==> config.mk <==
export PLATFORM = sky130hd
export DESIGN_NAME = fila_param_flat
export DESIGN_NICKNAME = d
export VERILOG_FILES = /design/src/rtl/fila_pkg.sv /design/src/rtl/fila_if.sv /design/src/rtl/fila_mem.sv /design/src/rtl/fila_param.sv /design/src/flat_wrapper.sv
export SDC_FILE = /design/constraint.sdc
export NUM_CORES = 1
export LEC_CHECK = 0
export CAP_MARGIN = 25
export CELL_PAD_IN_SITES_DETAIL_PLACEMENT = 0
export CELL_PAD_IN_SITES_GLOBAL_PLACEMENT = 2
export CORE_UTILIZATION = 30
export CTS_CLUSTER_DIAMETER = 80
export CTS_CLUSTER_SIZE = 24
export DETAILED_ROUTE_END_ITERATION = 10
export PLACE_DENSITY_LB_ADDON = 0.1
export SLEW_MARGIN = 10
export SYNTH_ARGS = -nofsm -noshare
export SYNTH_HDL_FRONTEND = slang
export SYNTH_HIERARCHICAL = 1
export SYNTH_SLANG_ARGS = --single-unit
==> constraint.sdc <==
create_clock -name clk_10KHz -period 2.28 [get_ports clk_10KHz]
set_clock_uncertainty 0.1 [all_clocks]
set_input_delay 0.228 -clock clk_10KHz [delete_from_list [all_inputs] [get_ports clk_10KHz]]
set_output_delay 0.228 -clock clk_10KHz [all_outputs]
set_load 0.01 [all_outputs]
==> src/rtl/fila_pkg.sv <==
// Shared types, defaults and pointer helper for the fila circular FIFO.
package fila_pkg;

  localparam int unsigned FILA_WIDTH = 8;
  localparam int unsigned FILA_DEPTH = 8;

  // Decoded view of the accepted requests for one clock edge
  typedef enum logic [1:0] {
    OP_IDLE = 2'd0,
    OP_ENQ  = 2'd1,
    OP_DEQ  = 2'd2,
    OP_BOTH = 2'd3
  } fila_op_t;

  // Advance a pointer with explicit wrap so any depth works, not just powers of two
  function automatic int unsigned next_ptr(input int unsigned ptr, input int unsigned depth);
    return (ptr >= depth - 32'd1) ? 32'd0 : ptr + 32'd1;
  endfunction

endpackage

==> src/rtl/fila_if.sv <==
// Request/status bundle between a producer/consumer and the fila FIFO.
interface fila_if #(
  parameter int unsigned WIDTH = 8,
  parameter int unsigned DEPTH = 8
) ();

  localparam int unsigned LEN_W = $clog2(DEPTH + 1);

  logic [WIDTH-1:0] data_in;
  logic             enqueue_in;
  logic             dequeue_in;
  logic             clear_in;
  logic [WIDTH-1:0] data_out;
  logic             valid_out;
  logic [LEN_W-1:0] len_out;
  logic             empty_out;
  logic             full_out;
  logic             almost_full_out;
  logic             overflow_out;
  logic             underflow_out;

  modport master (
    output data_in, enqueue_in, dequeue_in, clear_in,
    input  data_out, valid_out, len_out, empty_out, full_out,
           almost_full_out, overflow_out, underflow_out
  );

  modport slave (
    input  data_in, enqueue_in, dequeue_in, clear_in,
    output data_out, valid_out, len_out, empty_out, full_out,
           almost_full_out, overflow_out, underflow_out
  );

endinterface

==> src/rtl/fila_mem.sv <==
// DEPTH x WIDTH storage: one synchronous write port, one combinational read port.
module fila_mem #(
  parameter int unsigned WIDTH = 8,
  parameter int unsigned DEPTH = 8,
  parameter int unsigned PTR_W = 3
) (
  input  logic             clk,
  input  logic             wr_en,
  input  logic [PTR_W-1:0] wr_addr,
  input  logic [WIDTH-1:0] wr_data,
  input  logic [PTR_W-1:0] rd_addr,
  output logic [WIDTH-1:0] rd_data
);

  logic [WIDTH-1:0] mem [DEPTH];

  // Write port; contents need no reset since len gates every read
  always_ff @(posedge clk) begin
    if (wr_en) begin
      mem[wr_addr] <= wr_data;
    end
  end

  assign rd_data = mem[rd_addr];

endmodule

==> src/rtl/fila_param.sv <==
// Parametrised circular-buffer FIFO with status flags, sticky errors and flush.
module fila_param
  import fila_pkg::*;
#(
  parameter int unsigned WIDTH    = FILA_WIDTH,
  parameter int unsigned DEPTH    = FILA_DEPTH,
  parameter int unsigned AF_LEVEL = DEPTH - 2,
  parameter int unsigned LEN_W    = $clog2(DEPTH + 1)
) (
  input  logic clk_10KHz,
  input  logic reset,
  fila_if.slave bus
);

  localparam int unsigned PTR_W = (DEPTH > 2) ? $clog2(DEPTH) : 1;

  logic [PTR_W-1:0] wr_ptr;
  logic [PTR_W-1:0] rd_ptr;
  logic [LEN_W-1:0] len_q;
  logic [WIDTH-1:0] data_q;
  logic             valid_q;
  logic             ovf_q;
  logic             unf_q;

  logic             full_c;
  logic             empty_c;
  logic             enq_ok;
  logic             deq_ok;
  logic             ovf_evt;
  logic             unf_evt;
  fila_op_t         op;
  logic [WIDTH-1:0] rd_data;

  // Acceptance decode against pre-edge occupancy; a dequeue frees the slot a full enqueue needs
  always_comb begin
    full_c  = (len_q == LEN_W'(DEPTH));
    empty_c = (len_q == '0);
    enq_ok  = bus.enqueue_in && (!full_c || bus.dequeue_in);
    deq_ok  = bus.dequeue_in && !empty_c;
    ovf_evt = bus.enqueue_in && !enq_ok;
    unf_evt = bus.dequeue_in && !deq_ok;
    op      = OP_IDLE;
    case ({enq_ok, deq_ok})
      2'b10:   op = OP_ENQ;
      2'b01:   op = OP_DEQ;
      2'b11:   op = OP_BOTH;
      default: op = OP_IDLE;
    endcase
  end

  fila_mem #(
    .WIDTH (WIDTH),
    .DEPTH (DEPTH),
    .PTR_W (PTR_W)
  ) u_mem (
    .clk     (clk_10KHz),
    .wr_en   (enq_ok && !bus.clear_in),
    .wr_addr (wr_ptr),
    .wr_data (bus.data_in),
    .rd_addr (rd_ptr),
    .rd_data (rd_data)
  );

  // Pointers, occupancy, output register and sticky flags; flush overrides requests
  always_ff @(posedge clk_10KHz or posedge reset) begin
    if (reset) begin
      wr_ptr  <= '0;
      rd_ptr  <= '0;
      len_q   <= '0;
      data_q  <= '0;
      valid_q <= 1'b0;
      ovf_q   <= 1'b0;
      unf_q   <= 1'b0;
    end else if (bus.clear_in) begin
      wr_ptr  <= '0;
      rd_ptr  <= '0;
      len_q   <= '0;
      valid_q <= 1'b0;
      ovf_q   <= 1'b0;
      unf_q   <= 1'b0;
    end else begin
      valid_q <= 1'b0;
      if (op == OP_ENQ || op == OP_BOTH) begin
        wr_ptr <= PTR_W'(next_ptr(32'(wr_ptr), DEPTH));
      end
      if (op == OP_DEQ || op == OP_BOTH) begin
        rd_ptr  <= PTR_W'(next_ptr(32'(rd_ptr), DEPTH));
        data_q  <= rd_data;
        valid_q <= 1'b1;
      end
      case (op)
        OP_ENQ:  len_q <= len_q + LEN_W'(1);
        OP_DEQ:  len_q <= len_q - LEN_W'(1);
        default: len_q <= len_q;
      endcase
      if (ovf_evt) begin
        ovf_q <= 1'b1;
      end
      if (unf_evt) begin
        unf_q <= 1'b1;
      end
    end
  end

  assign bus.data_out        = data_q;
  assign bus.valid_out       = valid_q;
  assign bus.len_out         = len_q;
  assign bus.empty_out       = (len_q == '0);
  assign bus.full_out        = (len_q == LEN_W'(DEPTH));
  assign bus.almost_full_out = (len_q >= LEN_W'(AF_LEVEL));
  assign bus.overflow_out    = ovf_q;
  assign bus.underflow_out   = unf_q;

endmodule

==> src/flat_wrapper.sv <==
// flat-port wrapper written by rule: the top's interface ports become plain ports
module fila_param_flat import fila_pkg::*;
#(
  parameter int unsigned WIDTH    = FILA_WIDTH,
  parameter int unsigned DEPTH    = FILA_DEPTH,
  parameter int unsigned AF_LEVEL = DEPTH - 2,
  parameter int unsigned LEN_W    = $clog2(DEPTH + 1)
)
  (clk_10KHz, reset, bus_data_in, bus_enqueue_in, bus_dequeue_in, bus_clear_in, bus_data_out, bus_valid_out, bus_len_out, bus_empty_out, bus_full_out, bus_almost_full_out, bus_overflow_out, bus_underflow_out);
  fila_if #(.WIDTH(WIDTH), .DEPTH(DEPTH)) bus_i ();
  input  logic clk_10KHz;
  input  logic reset;
  input wire logic [$bits(bus_i.data_in)-1:0] bus_data_in;
  input wire logic [$bits(bus_i.enqueue_in)-1:0] bus_enqueue_in;
  input wire logic [$bits(bus_i.dequeue_in)-1:0] bus_dequeue_in;
  input wire logic [$bits(bus_i.clear_in)-1:0] bus_clear_in;
  output wire logic [$bits(bus_i.data_out)-1:0] bus_data_out;
  output wire logic [$bits(bus_i.valid_out)-1:0] bus_valid_out;
  output wire logic [$bits(bus_i.len_out)-1:0] bus_len_out;
  output wire logic [$bits(bus_i.empty_out)-1:0] bus_empty_out;
  output wire logic [$bits(bus_i.full_out)-1:0] bus_full_out;
  output wire logic [$bits(bus_i.almost_full_out)-1:0] bus_almost_full_out;
  output wire logic [$bits(bus_i.overflow_out)-1:0] bus_overflow_out;
  output wire logic [$bits(bus_i.underflow_out)-1:0] bus_underflow_out;
  assign bus_i.data_in = bus_data_in;
  assign bus_i.enqueue_in = bus_enqueue_in;
  assign bus_i.dequeue_in = bus_dequeue_in;
  assign bus_i.clear_in = bus_clear_in;
  assign bus_data_out = bus_i.data_out;
  assign bus_valid_out = bus_i.valid_out;
  assign bus_len_out = bus_i.len_out;
  assign bus_empty_out = bus_i.empty_out;
  assign bus_full_out = bus_i.full_out;
  assign bus_almost_full_out = bus_i.almost_full_out;
  assign bus_overflow_out = bus_i.overflow_out;
  assign bus_underflow_out = bus_i.underflow_out;
  fila_param #(.WIDTH(WIDTH), .DEPTH(DEPTH), .AF_LEVEL(AF_LEVEL), .LEN_W(LEN_W)) u_core (.clk_10KHz(clk_10KHz), .reset(reset), .bus(bus_i));
endmodule
After elaboration in Yosys (flattened, before gate mapping)
Memory sizes are Yosys's and may differ from the RTL's. A register that Yosys moved wholly into a read port is not among the register bits. Index checks and enable logic that the tools add are counted.

Memories: 1. Input bits: 13. Bits in writable memories: 64. Register bits: 13.

$add $sub $neg: 4. Reductions and logical operators: 20. Mux-type cells: 17. Eq/ne operators: 7. Magnitude comparators: 3. Bitwise operators: 1.

Memory list: u_core.u_mem.mem (depth 8, width 8, read ports 1, clocked after Yosys merged registers in 1, write ports 1, RTL line fila_mem.sv:15) `logic [WIDTH-1:0] mem [DEPTH];`.

Operators with widths (number): 2-to-1 mux 3 bit (6); equality test 2 bit, second input constant (4); 2-to-1 mux 1 bit (8); one-hot mux 4 bit (2 select lines) (1); nonzero test 2 bit (4); adder 3 x 1 -> 3 bit, second input constant (2); >= comparator 3 bit, second input constant (2); one-hot mux 2 bit (3 select lines) (1); logical AND 1 bit (5); zero test 1 bit (5); adder 4 x 1 -> 4 bit, second input constant (1); equality test 2 x 1 -> 1 bit, second input constant (2); equality test 4 bit, second input constant (1); >= comparator 4 x 3 -> 1 bit, second input constant (1); zero test 4 bit (1); 2-to-1 mux 4 bit (1); subtractor 4 x 1 -> 4 bit, second input constant (1); logical OR 1 bit (3); nonzero test 3 bit (1); AND reduction 2 bit (1); NOT 1 bit (1).

Longest topological paths before layout
Gate-level depths: netlist (run 1).

Word-level depth: 10. Gate-level depth with buffers: 7. Depth with buffers taken out: 7.

Modules after synthesis
Netlist (run 1), hierarchy kept.

Modules (own cells, without submodules): fila_mem (area each 2531.2 um^2, times used 1, cells each 106); fila_param (area each 1086.0 um^2, times used 1, cells each 94).

Worst setup path after synthesis (run 1)
No wires, ideal clock.

Path kind: reg-to-reg. Start: register u_core.len_q[2], in the netlist u_core/bus.len_out[2]. End: register u_core.len_q[3], in the netlist u_core/bus.len_out[3]. Data arrival time: 2279 ps. Path slack: -219 ps. Cell stages (with the launch flop): 8. Cells stage by stage: dfrtp_1 -> o41ai_4 -> nor2_2 -> ha_1 -> nand3_1 -> a211o_1 -> a32o_1 -> o21ba_2.

Word-level cells in the longest chain between the ends: 9.

Ends and longest elaborated chain: start: declaration (RTL line fila_param.sv:19) `logic [LEN_W-1:0] len_q;`; start signal: assignment (RTL line fila_param.sv:92) `OP_ENQ: len_q <= len_q + LEN_W'(1);`; start signal: assignment (RTL line fila_param.sv:93) `OP_DEQ: len_q <= len_q - LEN_W'(1);`; start signal: assignment (RTL line fila_param.sv:94) `default: len_q <= len_q;`; equality test 4 bit (RTL line fila_param.sv:36) `full_c = (len_q == LEN_W'(DEPTH));`; zero test 1 bit (RTL line fila_param.sv:38) `enq_ok = bus.enqueue_in && (!full_c || bus.dequeue_in);`; logical OR 1 bit (RTL line fila_param.sv:38); logical AND 1 bit (RTL line fila_param.sv:38); equality test 2 bit or equality test 2 x 1 -> 1 bit (tied branches) (RTL line fila_param.sv:43) `case ({enq_ok, deq_ok})`; one-hot mux 2 bit (3 select lines) (RTL line fila_param.sv:43); equality test 2 bit or equality test 2 x 1 -> 1 bit (tied branches) (RTL line fila_param.sv:91) `case (op)`; one-hot mux 4 bit (2 select lines) (RTL line fila_param.sv:91); 2-to-1 mux 4 bit (RTL line fila_param.sv:74) `end else if (bus.clear_in) begin`.

Several ways; a longest one is shown, not always the timed one. A chain may end at the register's enable or synchronous reset.

Worst setup path after layout (run 1)
Start: register u_core.len_q[1], in the netlist u_core/bus.len_out[1]. End: register u_core.len_q[3], in the netlist u_core/bus.len_out[3].

Same word-level chain as after synthesis.

==> results, run 1 <==
- The flow ran to the end, but the final reports show violations.
- The checks that failed: DRC.
- For this design the ratio of total power to cell area is 1001 mW/mm2.
- The via count of the first global-routing pass was 2,033.
- Summing every instance area after synthesis gives 0.003617 mm2.
- The number of antenna violations at the first check in global routing is 0.
- In this run the static leakage power is 1.693 nW.
- The number of buffers and inverters on the critical path is 0.
- The path class of the tightest hold or removal check is input port to asynchronous set/reset pin.
- The setup path with the least slack is of type flip-flop to flip-flop.
- The sum of negative setup slack is 0 ns.
- The worst setup margin is 0.002669 ns.
- The clock root buffer master is sky130_fd_sc_hd__clkbuf_16.
- The layer flagged by global routing as most heavily used is met2.
- The die width is 111.8 um.
- The critical path goes through o41ai_4 -> nor2_4 -> ha_1 -> nand3_2 -> a211o_1 -> a32o_1 -> o21ba_2.
- The area used by multi-input combinational logic is 0.001155 mm2.
- For this design, the slowest cell found on the critical path is sky130_fd_sc_hd__dfrtp_2.
- The die area is 0.01250 mm2.
- The placed wire-length estimate is 5026 um.
- The TritonCTS clock tree is built.
- The clock buffer count from CTS is 9.
- The synthesized design contains 85 register bits.
- For this run, global-route usage on met2 was measured as 20.62%.
- The first-pass detailed-route iteration total is 7.
- After synthesis, the share of flip-flops with an asynchronous set or reset is 24.71%.
- The number of pins exceeding their max-slew limit in the final report is 0.
- The average wire length per cell after detail routing is 17.85 um.
- The initial core utilization is 31.28%.
- The end of the worst register-to-register path is u_core/bus.len_out[3].
- In this run, synthesis inferred 64 flip-flops with an integrated enable.
- The number of cells on the worst reg-to-reg path is 7.
- At the end of routability-driven placement, the weighted congestion stood at 0.7117.
- Among cell families on the critical path, the largest total delay comes from compound AO/OA/AOI/OAI gates.
- At the pin with the least slew margin, the transition time is 0.8258 ns.
- Synthesis produced a netlist whose cell count is 200.
- The filler cells instantiated in the layout total 1,069.
- The worst setup slack after placement is -0.08871 ns.
- The clock tree buffer depth is 2.
- The number of cells on the critical path is 7.
- Clock latency on the worst-skew pair, taken at its later pin, is 0.34 ns.
- Max-cap violations in this run came to 0.
- For this run, the top clock speed supported by timing is 0.4391 GHz.
- Counting every net in the synthesized netlist gives 220.
- The startpoint type of the worst setup path is a flip-flop.
- The shortest clock period the worst path allows after layout is 2.277 ns.
- The worst register-to-register path has a setup slack of 0.003 ns.
- The average instance area after synthesis is 18.09 um2.
- The count of final hold-check violations came to 0.
- CTS saw 85 sinks.
- The post-synthesis sequential area ratio is 67.66%.
- The peak ir drop on the vdd network is 0.4867 mV.
- The number of antenna-violating nets in the routed design is 0.
- The area added between synthesis and finish is 28.64%.
- The capture point of the worst path is u_core/bus.len_out[3].
- Setup repair after global routing could not meet its margin everywhere.
- The global-route usage over all layers is 12.78%.
- The launching point of the worst reg2reg path is u_core/bus.len_out[1].
- The number of resized instances in the post-cts repair step is 4.
- The number of setup buffers added after CTS is 0.
- The worst pin sits at a relative slew slack of 44.74%.
- The clock-pin slew reported for the worst setup and hold paths after clock tree synthesis is 0.07 ns.
- The global-route met3 utilization is 3.811%.
- The number of DRC violations after detailed routing is 2.
- The first-pass GRT wire length is 11,600 um.
- After global routing the overflow that remains totals 0.
- The net count of the finished layout is 285.
- The core area is 0.01156 mm2.
- The total via count in the routed design is 1,955.
- The worst setup path is captured at a flip-flop.
- Dividing the final minimum period by the clock period gives 99.88%.
- The top-level I/O count is 31.
- The register cell area after layout is 0.002449 mm2.
- Buffers placed on the I/O ports in this run total 30.
- The worst-path maximum fanout is 4.
- At the worst endpoint, the arrival time is 2.41 ns.
- The antenna diode count is 0.
- After detailed routing, the number of vias per cell comes to 4.734.
- Global routing consumed, on the met1 layer, 16.83% of the routing resources.
- Setup violations remaining at the end of the flow were counted as 0.
- The fraction of final layout cells with drive strength greater than 1 is 28.89%.
- The Yosys step of the flow raised 6 warnings.
- The maximum number of pins on one net before global-route repair is 22.
- The count of unique library cells instantiated by Yosys is 38.
- The aggregate routed wire length is 7371 um.
- The number of H-tree branching levels is 3.
- The die extent in y is 111.8 um.
- The hold-fix buffer count after cts is 0.
- The biggest cell delay along the critical path is 0.45 ns.
- The most critical setup path has its startpoint at u_core/bus.len_out[1].
- At the worst endpoint, the required time is 2.41 ns.
- After floorplanning, the core was divided into 39 placement rows.
- In the synthesized netlist the dominant register cell turns out to be sky130_fd_sc_hd__edfxtp_1.
- The DRC violation total after the first TritonRoute iteration is 95.
[placed cells by master, fill, tap and decap left out, types with 3 or more instances in the layout]
cell and instances:
sky130_fd_sc_hd__dfrtp_1 20, sky130_fd_sc_hd__buf_12 3, sky130_fd_sc_hd__nor2_1 14, sky130_fd_sc_hd__ha_1 5, sky130_fd_sc_hd__clkbuf_16 9, sky130_fd_sc_hd__mux4_1 15, sky130_fd_sc_hd__nand2_1 4, sky130_fd_sc_hd__edfxtp_1 64
sky130_fd_sc_hd__nand2b_1 5, sky130_fd_sc_hd__a21oi_1 7, sky130_fd_sc_hd__clkdlybuf4s50_1 29, sky130_fd_sc_hd__buf_4 28, sky130_fd_sc_hd__mux2_2 16, sky130_fd_sc_hd__nor2_2 4, sky130_fd_sc_hd__nor2b_1 3
[report_power, final]
part           internal [mW]  total [mW]  leakage (nW)  switching [mW]
Sequential              1.81        1.91         0.848          0.0952
Clock                  0.812        1.43         0.144           0.620
Combinational          0.779        1.32         0.701           0.541
[layer usage]
metal  vias to the layer above  wire length (um)
met5                         -                 0
met4                         0                78
met3                         8               200
met2                        29              3611
met1                       985              3480
li1                        933                 -
[cell type report]
cell class / count / share of cell area, %
inverters: 2 / 0.1613
clock buffers: 11 / 5.432
well taps: 143 / 3.845
repair buffers: 61 / 12.23
multi-input cells: 106 / 24.82
clock inverters: 5 / 0.8873
flip-flops and latches: 85 / 52.62
[sequential cells by signal (all words and copies together) (netlist names)]
signal / flops
u_core/u_mem/mem: 64
u_core/bus.data_out: 8
u_core/bus.len_out: 4
u_core/rd_ptr: 3
u_core/wr_ptr: 3
u_core/bus.overflow_out: 1
u_core/bus.underflow_out: 1
u_core/bus.valid_out: 1
[stage by stage]
step	total power [mW]	util, %	instances	hold WS [ns]	area [um2]
6_report	4.658	40.24	413	0.1406	4653
5_1_grt	4.897	40.24	413	0.2123	4653
4_1_cts	4.737	40.13	413	0.1533	4641
3_5_place_dp	3.280	37.48	397	0.3965	4334
3_3_place_gp	3.279	37.48	397	0.3807	4334
2_1_floorplan	2.668	-	200	0.1045	3636
[worst min path at each step]
stage / end / slack [ns] / cells past startpoint
floorplan: u_core/bus.data_out[0] / 0.10 / 1
global route: u_core/rd_ptr[0] / 0.21 / 3
finish: u_core/rd_ptr[0] / 0.14 / 3
detailed placement: u_core/bus.overflow_out / 0.40 / 2
global placement: u_core/bus.overflow_out / 0.38 / 2
CTS: u_core/rd_ptr[2] / 0.15 / 3
[synth_stat cells, drive strengths merged (2+ instances only)]
| library cell | n | share of area, % |
|---|---|---|
| inv | 2 | 0.21 |
| buf | 5 | 1.2 |
| nand3 | 3 | 0.41 |
| nand2b | 5 | 0.86 |
| dfrtp | 21 | 15 |
| a21oi | 8 | 1.1 |
| mux2 | 18 | 5.6 |
| nand2 | 4 | 0.41 |
| clkbuf | 2 | 0.21 |
| a22oi | 2 | 0.41 |
| nor3 | 4 | 0.55 |
| mux2i | 2 | 0.55 |
| ha | 6 | 2.1 |
| mux4 | 16 | 12 |
| nor2b | 3 | 0.52 |
| nor2 | 19 | 2.1 |
| edfxtp | 64 | 53 |
| or3 | 2 | 0.35 |
[cell families (layout without fill, tap and decap cells)]
family | Yosys count | count (layout) | share of synthesized area, %
adders and majority gates | 7 | 7 | 2.629
and+or+nand+nor | 44 | 44 | 6.088
muxes | 36 | 36 | 17.68
buffers and inverters | 9 | 79 | 1.626
AOI/OAI and AO/OA | 18 | 18 | 4.082
DFF | 85 | 85 | 67.66
xor gates and xnor gates | 1 | 1 | 0.2422
[tightest hold or removal path, delay by kind of cell]
family                 cells  cell delay, ns
buffers and inverters      3            0.75
No activity file was read; power rests on OpenSTA's default activity.
==> inputs of run 2 (changes only) <==
Settings changed: CELL_PAD_IN_SITES_DETAIL_PLACEMENT 0 to default, CELL_PAD_IN_SITES_GLOBAL_PLACEMENT 2 to default, GPL_TIMING_DRIVEN from default to 0, PLACE_DENSITY_LB_ADDON 0.1 to default, SLEW_MARGIN 10 to default.
==> results, run 2 (same netlist as run 1, synthesis figures left out) <==
- The count of final hold-check violations was 0 (unchanged).
- The class of the most critical setup path is flip-flop to flip-flop.
- The post-place instance area is 0.004120 mm2 (-4.9%).
- The worst-path maximum fanout is 4 (unchanged).
- The total power density per cell area came to 998.4 mW/mm2 (-0.26%).
- The switching power is 1.242 mW (-1.2%).
- The first-pass detailed-route iteration total is 7 (unchanged).
- Setup repair after global routing could not meet its margin everywhere.
- The clock-pin slew reported for the worst setup and hold paths after clock tree synthesis came to 0.06 ns (about the same).
- The shortest clock period the worst path allows after layout is 2.279 ns (+0.001404 ns).
- The startpoint identified for the worst register-to-register timing path is u_core/bus.len_out[2].
- The clock buffer count from CTS is 9 (unchanged).
- The die area is 0.01250 mm2 (unchanged).
- The slack of the worst reg-to-reg path is 0.001 ns (about the same).
- The number of inserted filler cells in the final layout is 1,013 (-5.2%).
- The number of antenna violations at the first check in global routing is 0 (unchanged).
- The checks that failed: DRC.
- The clock share of power is 29.7% (-1.0 points).
- The leakage power total is 1.637 nW (-3.3%).
- The cell-internal power is 3.367 mW (-1.0%).
- u_core/u_mem/mem holds more flip-flops than any other register.
- The count of final setup violators was 0 (unchanged).
- The startpoint type of the worst setup path is a flip-flop.
- The end of the worst register-to-register path is u_core/bus.len_out[3].
- The part of the cycle the worst path needs is 99.94% (about the same).
- The achievable clock frequency came to 0.4388 GHz (about the same).
- The fraction of final layout cells with drive strength greater than 1 is 29.62% (+0.73 points).
- The tightest hold margin came to 0.2174 ns (+0.07681 ns).
- The via count of the first global-routing pass is 1,947 (-4.2%).
- The number of pins exceeding their max-slew limit in the final report is 0 (unchanged).
- The core area is 0.01156 mm2 (unchanged).
- The global-route usage over all layers is 11.71% (-1.1 points).
- The clock root buffer master is sky130_fd_sc_hd__clkbuf_16.
- The total via count in the routed design is 1,942 (-0.66%).
- The initial core utilization is 31.28% (unchanged).
- The area of all placed cells without fillers came to 0.004617 mm2 (-0.78%).
- Compared with the post-synthesis result, the final layout area differs by 27.64%.
- The maximum number of pins on one net before global-route repair is 22 (unchanged).
- The peak ir drop on the vdd network came to 0.4023 mV (-17%).
- The combinational cell fraction of total power came to 28.5% (+0.2 points).
- In the layout the commonest cells are 64 x sky130_fd_sc_hd__edfxtp_1, 27 x sky130_fd_sc_hd__clkdlybuf4s50_1, 17 x sky130_fd_sc_hd__dfrtp_1.
- The remaining global-route overflow is 0 (unchanged).
- The insertion delay to the later sink of the worst-skew pair is 0.33 ns (about the same).
- The die width was 111.8 um (unchanged).
- The top-level I/O count is 31 (unchanged).
- The first-pass GRT wire length is 10,640 um (-8.3%).
- The number of vias per cell was 4.819 (+1.8%).
- The aggregate routed wire length came to 6833 um (-7.3%).
- The first element of the critical path is u_core/bus.len_out[2].
- The average wire length per cell after detail routing is 16.96 um (-5.0%).
- The arrival time at the worst endpoint came to 2.39 ns (-0.02 ns).
- The placer's final routability congestion estimate is 0.7025 (-1.3%).
- The clock tree buffer depth is 2 (unchanged).
- The die extent in y is 111.8 um (unchanged).
- The run finished, with violations left.
- The DRC violation total after the first TritonRoute iteration is 112 (+18%).
- The number of antenna-violating nets in the routed design is 0 (unchanged).
- The sum of negative setup slack is 0 ns (unchanged).
- The switching share of power is 26.95% (-0.031 points).
- The number of H-tree branching levels is 3 (unchanged).
- The worst setup slack after placement is -0.4250 ns (-0.3363 ns).
- The capture point of the worst path is u_core/bus.len_out[3].
- The tightest min-delay check is of the input port to flip-flop type.
- The placed wire-length estimate is 4346 um (-14%).
- The element type at the critical path end is a flip-flop.
- The number of cells on the worst reg-to-reg path was 7 (unchanged).
- The critical path data required time was 2.39 ns (-0.02 ns).
- Leaving out fill and tap cells, the most frequent cell in the layout is sky130_fd_sc_hd__edfxtp_1.
- The part of the power in registers is 41.8% (+0.9 points).
- TritonCTS built the clock tree.
- The number of DRC violations after detailed routing was 2 (unchanged).
- The CTS sink count was 85 (unchanged).
- The site row count was 39 (unchanged).
- The antenna diode count is 0 (unchanged).
- The headroom to the max-slew limit is 42.03% (-2.7 points).
- The total of max-cap violations is 0 (unchanged).
- The quantity of I/O buffers inserted on ports is 29 (-3.3%).
- The number of flip-flops under the largest register name is 64 (unchanged).
- The worst setup margin is 0.001265 ns (-0.001404 ns).
- The transition at the pin with the smallest max-transition slack is 0.8685 ns (+0.04275 ns).
- The layout net count was 275 (-3.5%).
[run 2: changes by cell type in the layout (fill, tap and decap cells not counted), moves of 3 or more]
cell                      previous run  this run
sky130_fd_sc_hd__nor2_4              1         7
sky130_fd_sc_hd__dfrtp_1            20        17
sky130_fd_sc_hd__dfrtp_2             1         4
sky130_fd_sc_hd__buf_4              28        16
sky130_fd_sc_hd__nor2_1             14        10
[run 2: critical path, cell delays in order (launching register included)]
cell and delay (ns):
sky130_fd_sc_hd__dfrtp_2 0.43, sky130_fd_sc_hd__o41ai_4 0.42, sky130_fd_sc_hd__nor2_4 0.10, sky130_fd_sc_hd__ha_4 0.30, sky130_fd_sc_hd__nand3_2 0.10, sky130_fd_sc_hd__a211o_1 0.28
sky130_fd_sc_hd__a32o_1 0.24, sky130_fd_sc_hd__o21ba_2 0.19
[run 2: stage by stage]
step / utilization (%) / std cells / power, mW
after CTS: 39.00 / 395 / 4.604
after detailed placement: 35.63 / 374 / 3.121
final: 39.92 / 403 / 4.609
after floorplan: - / 200 / 2.668
after global placement: 35.50 / 372 / 3.102
after global routing: 39.92 / 403 / 4.855
[run 2: area by class of cell]
type	count	area, um2	share of cell area [%]
sequential	85	2452	53.12
multi-input combinational	106	1231	26.67
timing repair buffer	45	415.4	8.997
clock buffer	11	242.7	5.257
tap	143	178.9	3.875
buffer	6	47.55	1.030
clock inverter	5	41.29	0.8943
inverter	2	7.507	0.1626
[run 2: power by group through the flow]
stage,registers [mW],logic [mW],clock network [mW]
4_1_cts,1.93,1.26,1.41
2_1_floorplan,2.00,0.667,0
3_5_place_dp,1.97,1.15,0
6_report,1.93,1.32,1.37
3_3_place_gp,1.97,1.13,0
5_1_grt,1.95,1.42,1.49
[run 2: worst min-delay path by stage]
stage	from	end	slack, ns	depth (start not counted)
3_5_place_dp	u_core/bus.data_out[1]	u_core/bus.data_out[1]	0.39	1
3_3_place_gp	u_core/bus.underflow_out	u_core/bus.underflow_out	0.38	2
4_1_cts	bus_clear_in	u_core/bus.len_out[0]	0.21	3
6_report	bus_clear_in	u_core/bus.len_out[0]	0.22	3
2_1_floorplan	reset	u_core/bus.data_out[0]	0.10	1
5_1_grt	bus_clear_in	u_core/bus.len_out[0]	0.26	3
[run 2: what timing repair did]
| action | 4_1_cts | 5_1_grt |
|---|---|---|
| setup endpoints to repair | 68 | 21 |
| hold buffers | 0 | 0 |
| gates resized for setup | 19 | 11 |
| pin swaps | 1 | 2 |
| buffers inserted | 6 | 8 |
[run 2: metal layers]
metal | GRT usage (%) | vias to the layer above | share of wire [%] | routed length [um]
met1 | 14.97 | 997 | 46 | 3167
met4 | 5.405 | 0 | 1.3 | 89
li1 | - | 911 | - | -
met2 | 18.80 | 30 | 49 | 3380
met3 | 2.885 | 4 | 2.9 | 195
met5 | 0 | - | 0 | 0
==> inputs of run 3 (changes only) <==
Settings changed: CELL_PAD_IN_SITES_DETAIL_PLACEMENT from default to 1, CELL_PAD_IN_SITES_GLOBAL_PLACEMENT from default to 1, PLACE_DENSITY_LB_ADDON from default to 0.1.
==> results, run 3 (same netlist as run 1, synthesis figures left out) <==
- The run finished, with violations left.
- The final reports fail on DRC.
- The number of flip-flops under the largest register name is 64 (unchanged).
- The maximum number of pins on one net before global-route repair was 22 (unchanged).
- The number of buffers and inverters on the critical path came to 0 (unchanged).
- The leakage power total is 1.636 nW (about the same).
- The die width is 111.8 um (unchanged).
- The number of inserted filler cells in the final layout came to 1,159 (+14%).
- The first-pass detailed-route iteration total is 9 (+2).
- The arrival time at the worst endpoint is 2.39 ns (about the same).
- In the layout the commonest cells are 64 x sky130_fd_sc_hd__edfxtp_1, 28 x sky130_fd_sc_hd__clkdlybuf4s50_1, 17 x sky130_fd_sc_hd__buf_4, 17 x sky130_fd_sc_hd__dfrtp_1, 16 x sky130_fd_sc_hd__mux2_2.
- The instance count along the most critical hold path is 3 (unchanged).
- The fraction of final layout cells with drive strength greater than 1 is 30.65% (+1.0 points).
- The insertion delay to the later sink of the worst-skew pair is 0.34 ns (about the same).
- The site row count came to 39 (unchanged).
- The aggregate routed wire length came to 7529 um (+10%).
- The CTS sink count is 85 (unchanged).
- The sum of negative setup slack is 0 ns (unchanged).
- The average wire length per cell after detail routing is 18.64 um (+9.9%).
- The number of H-tree branching levels is 3 (unchanged).
- The count of final setup violators is 0 (unchanged).
- The endpoint with the worst hold slack is u_core/bus.len_out[0].
- The critical path data required time was 2.41 ns (+0.02 ns).
- The quantity of I/O buffers inserted on ports was 29 (unchanged).
- The worst hold path begins at bus_clear_in.
- The number of antenna violations at the first check in global routing is 0 (unchanged).
- The remaining global-route overflow was 0 (unchanged).
- The placer's final routability congestion estimate is 0.6636 (-5.5%).
- The total power density per cell area is 1042 mW/mm2 (+4.4%).
- The class of the most critical setup path is flip-flop to flip-flop.
- The via count of the first global-routing pass is 2,063 (+6.0%).
- The biggest cell delay along the critical path is 0.44 ns (about the same).
- The slack of the worst reg-to-reg path came to 0.02 ns (about the same).
- The total via count in the routed design was 1,962 (+1.0%).
- The achievable clock frequency is 0.4416 GHz (+0.64%).
- The register with the most flip-flops in the final layout is u_core/u_mem/mem.
- The antenna diode count is 0 (unchanged).
- The peak ir drop on the vdd network is 0.5076 mV (+26%).
- The total of max-cap violations is 0 (unchanged).
- The worst-path maximum fanout is 4 (unchanged).
- The clock tree buffer depth is 2 (unchanged).
- The placed wire-length estimate was 4740 um (+9.1%).
- The number of cells on the worst reg-to-reg path is 7 (unchanged).
- The number of antenna-violating nets in the routed design is 0 (unchanged).
- The number of DRC violations after detailed routing is 4 (+2).
- The commonest non-fill, non-tap cell in the layout is sky130_fd_sc_hd__edfxtp_1.
- STA classifies the critical path startpoint as a flip-flop.
- The final design utilization is 40.42% (+0.50 points).
- The first-pass GRT wire length came to 12,120 um (+14%).
- The number of vias per cell is 4.856 (+0.78%).
- Grouping stages by cell kind, the critical path spends the most delay in compound AO/OA/AOI/OAI gates.
- The part of the cycle the worst path needs came to 99.31% (-0.64 points).
- The clock buffer count from CTS is 9 (unchanged).
- The number of pins exceeding their max-slew limit in the final report is 0 (unchanged).
- The initial core utilization came to 31.28% (unchanged).
- The tightest hold margin is 0.2274 ns (+0.01001 ns).
- The count of final hold-check violations is 0 (unchanged).
- The post-placement cell count is 372 (-0.53%).
- The signal on the critical path passes through o41ai_4 -> nor2_4 -> ha_4 -> nand3_4 -> a211o_1 -> a32o_1 -> o21ba_2.
- Setup repair after global routing could not meet its margin everywhere.
- The clock root buffer master is sky130_fd_sc_hd__clkbuf_16.
- The die extent in y is 111.8 um (unchanged).
- The shortest clock period the worst path allows after layout is 2.264 ns (-0.01449 ns).
- The die area is 0.01250 mm2 (unchanged).
- The clock-pin slew reported for the worst setup and hold paths after clock tree synthesis is 0.06 ns (about the same).
- In this run the worst hold path is classified as input port to flip-flop.
- The element type at the critical path end is a flip-flop.
- The layout net count came to 276 (+0.36%).
- The transition at the pin with the smallest max-transition slack came to 0.9019 ns (+0.03335 ns).
- The top-level I/O count is 31 (unchanged).
- TritonCTS built the clock tree.
- The slowest stage cell on the critical path is sky130_fd_sc_hd__dfrtp_2.
- The DRC violation total after the first TritonRoute iteration is 112 (unchanged).
- The area added between synthesis and finish is 29.23%.
- The headroom to the max-slew limit came to 39.81% (-2.2 points).
- The worst register-to-register path begins at u_core/bus.len_out[1].
- The number of standard cells in the final layout excluding fillers came to 404 (+0.25%).
- The core area came to 0.01156 mm2 (unchanged).
- The global-route usage over all layers was 13.62% (+1.9 points).
- The worst register-to-register path ends at u_core/bus.len_out[3].
[run 3: final cells by class]
class / instances / area, um2 / area share, %
clock buffer: 10 / 229.0 / 4.898
sequential: 85 / 2452 / 52.46
inverter: 2 / 7.507 / 0.1606
timing repair buffer: 46 / 416.7 / 8.913
clock inverter: 6 / 93.84 / 2.007
tap: 143 / 178.9 / 3.828
buffer: 6 / 47.55 / 1.017
multi-input combinational: 106 / 1249 / 26.71
[run 3: tightest hold or removal path: cells and delay by family]
kind | cells | cell delay (ns)
muxes | 1 | 0.12
buffers and inverters | 1 | 0.17
and+or+nand+nor | 1 | 0.12
[run 3: through the flow]
step                power [mW]  cell area [um2]  setup WS, ns
finish                   4.872             4674       0.01575
global route             5.106             4674      -0.08270
CTS                      4.935             4624      0.004127
detailed placement       3.149             4115       -0.5746
global placement         3.139             4105       -0.9047
floorplan                2.668             3636       -0.1737
[run 3: per-layer routing]
metal | track usage [%] | wire (um) | vias up | part of all wire (%)
li1 | - | - | 916 | -
met4 | 4.595 | 93 | 0 | 1.2
met5 | 0 | 0 | - | 0
met3 | 4.627 | 253 | 6 | 3.4
met1 | 17.69 | 3504 | 1003 | 47
met2 | 21.33 | 3678 | 37 | 49
[run 3: repair_timing]
action | in CTS | in global routing
gates resized for setup | 22 | 7
endpoints found under the setup margin | 73 | 42
setup buffers | 14 | 3
pin swaps | 6 | 4
hold buffers | 0 | 0
[run 3: power breakdown]
part | switching, mW | internal (mW) | total (mW)
clock network | 0.606 | 0.969 | 1.57
registers | 0.107 | 1.81 | 1.92
logic | 0.586 | 0.790 | 1.38
total | 1.30 | 3.57 | 4.87
[run 3: how the worst max path moves through the flow]
stage | depth (start not counted) | from | end | slack [ns]
3_5_place_dp | 6 | bus_dequeue_in | u_core/u_mem/mem[2][7] | -0.57
3_3_place_gp | 6 | bus_dequeue_in | u_core/u_mem/mem[4][2] | -0.90
5_1_grt | 7 | u_core/bus.len_out[1] | u_core/bus.len_out[3] | -0.08
2_1_floorplan | 7 | u_core/bus.len_out[1] | u_core/bus.len_out[3] | -0.17
6_report | 7 | u_core/bus.len_out[1] | u_core/bus.len_out[3] | 0.02
4_1_cts | 7 | u_core/bus.len_out[2] | u_core/bus.len_out[3] | 0.004
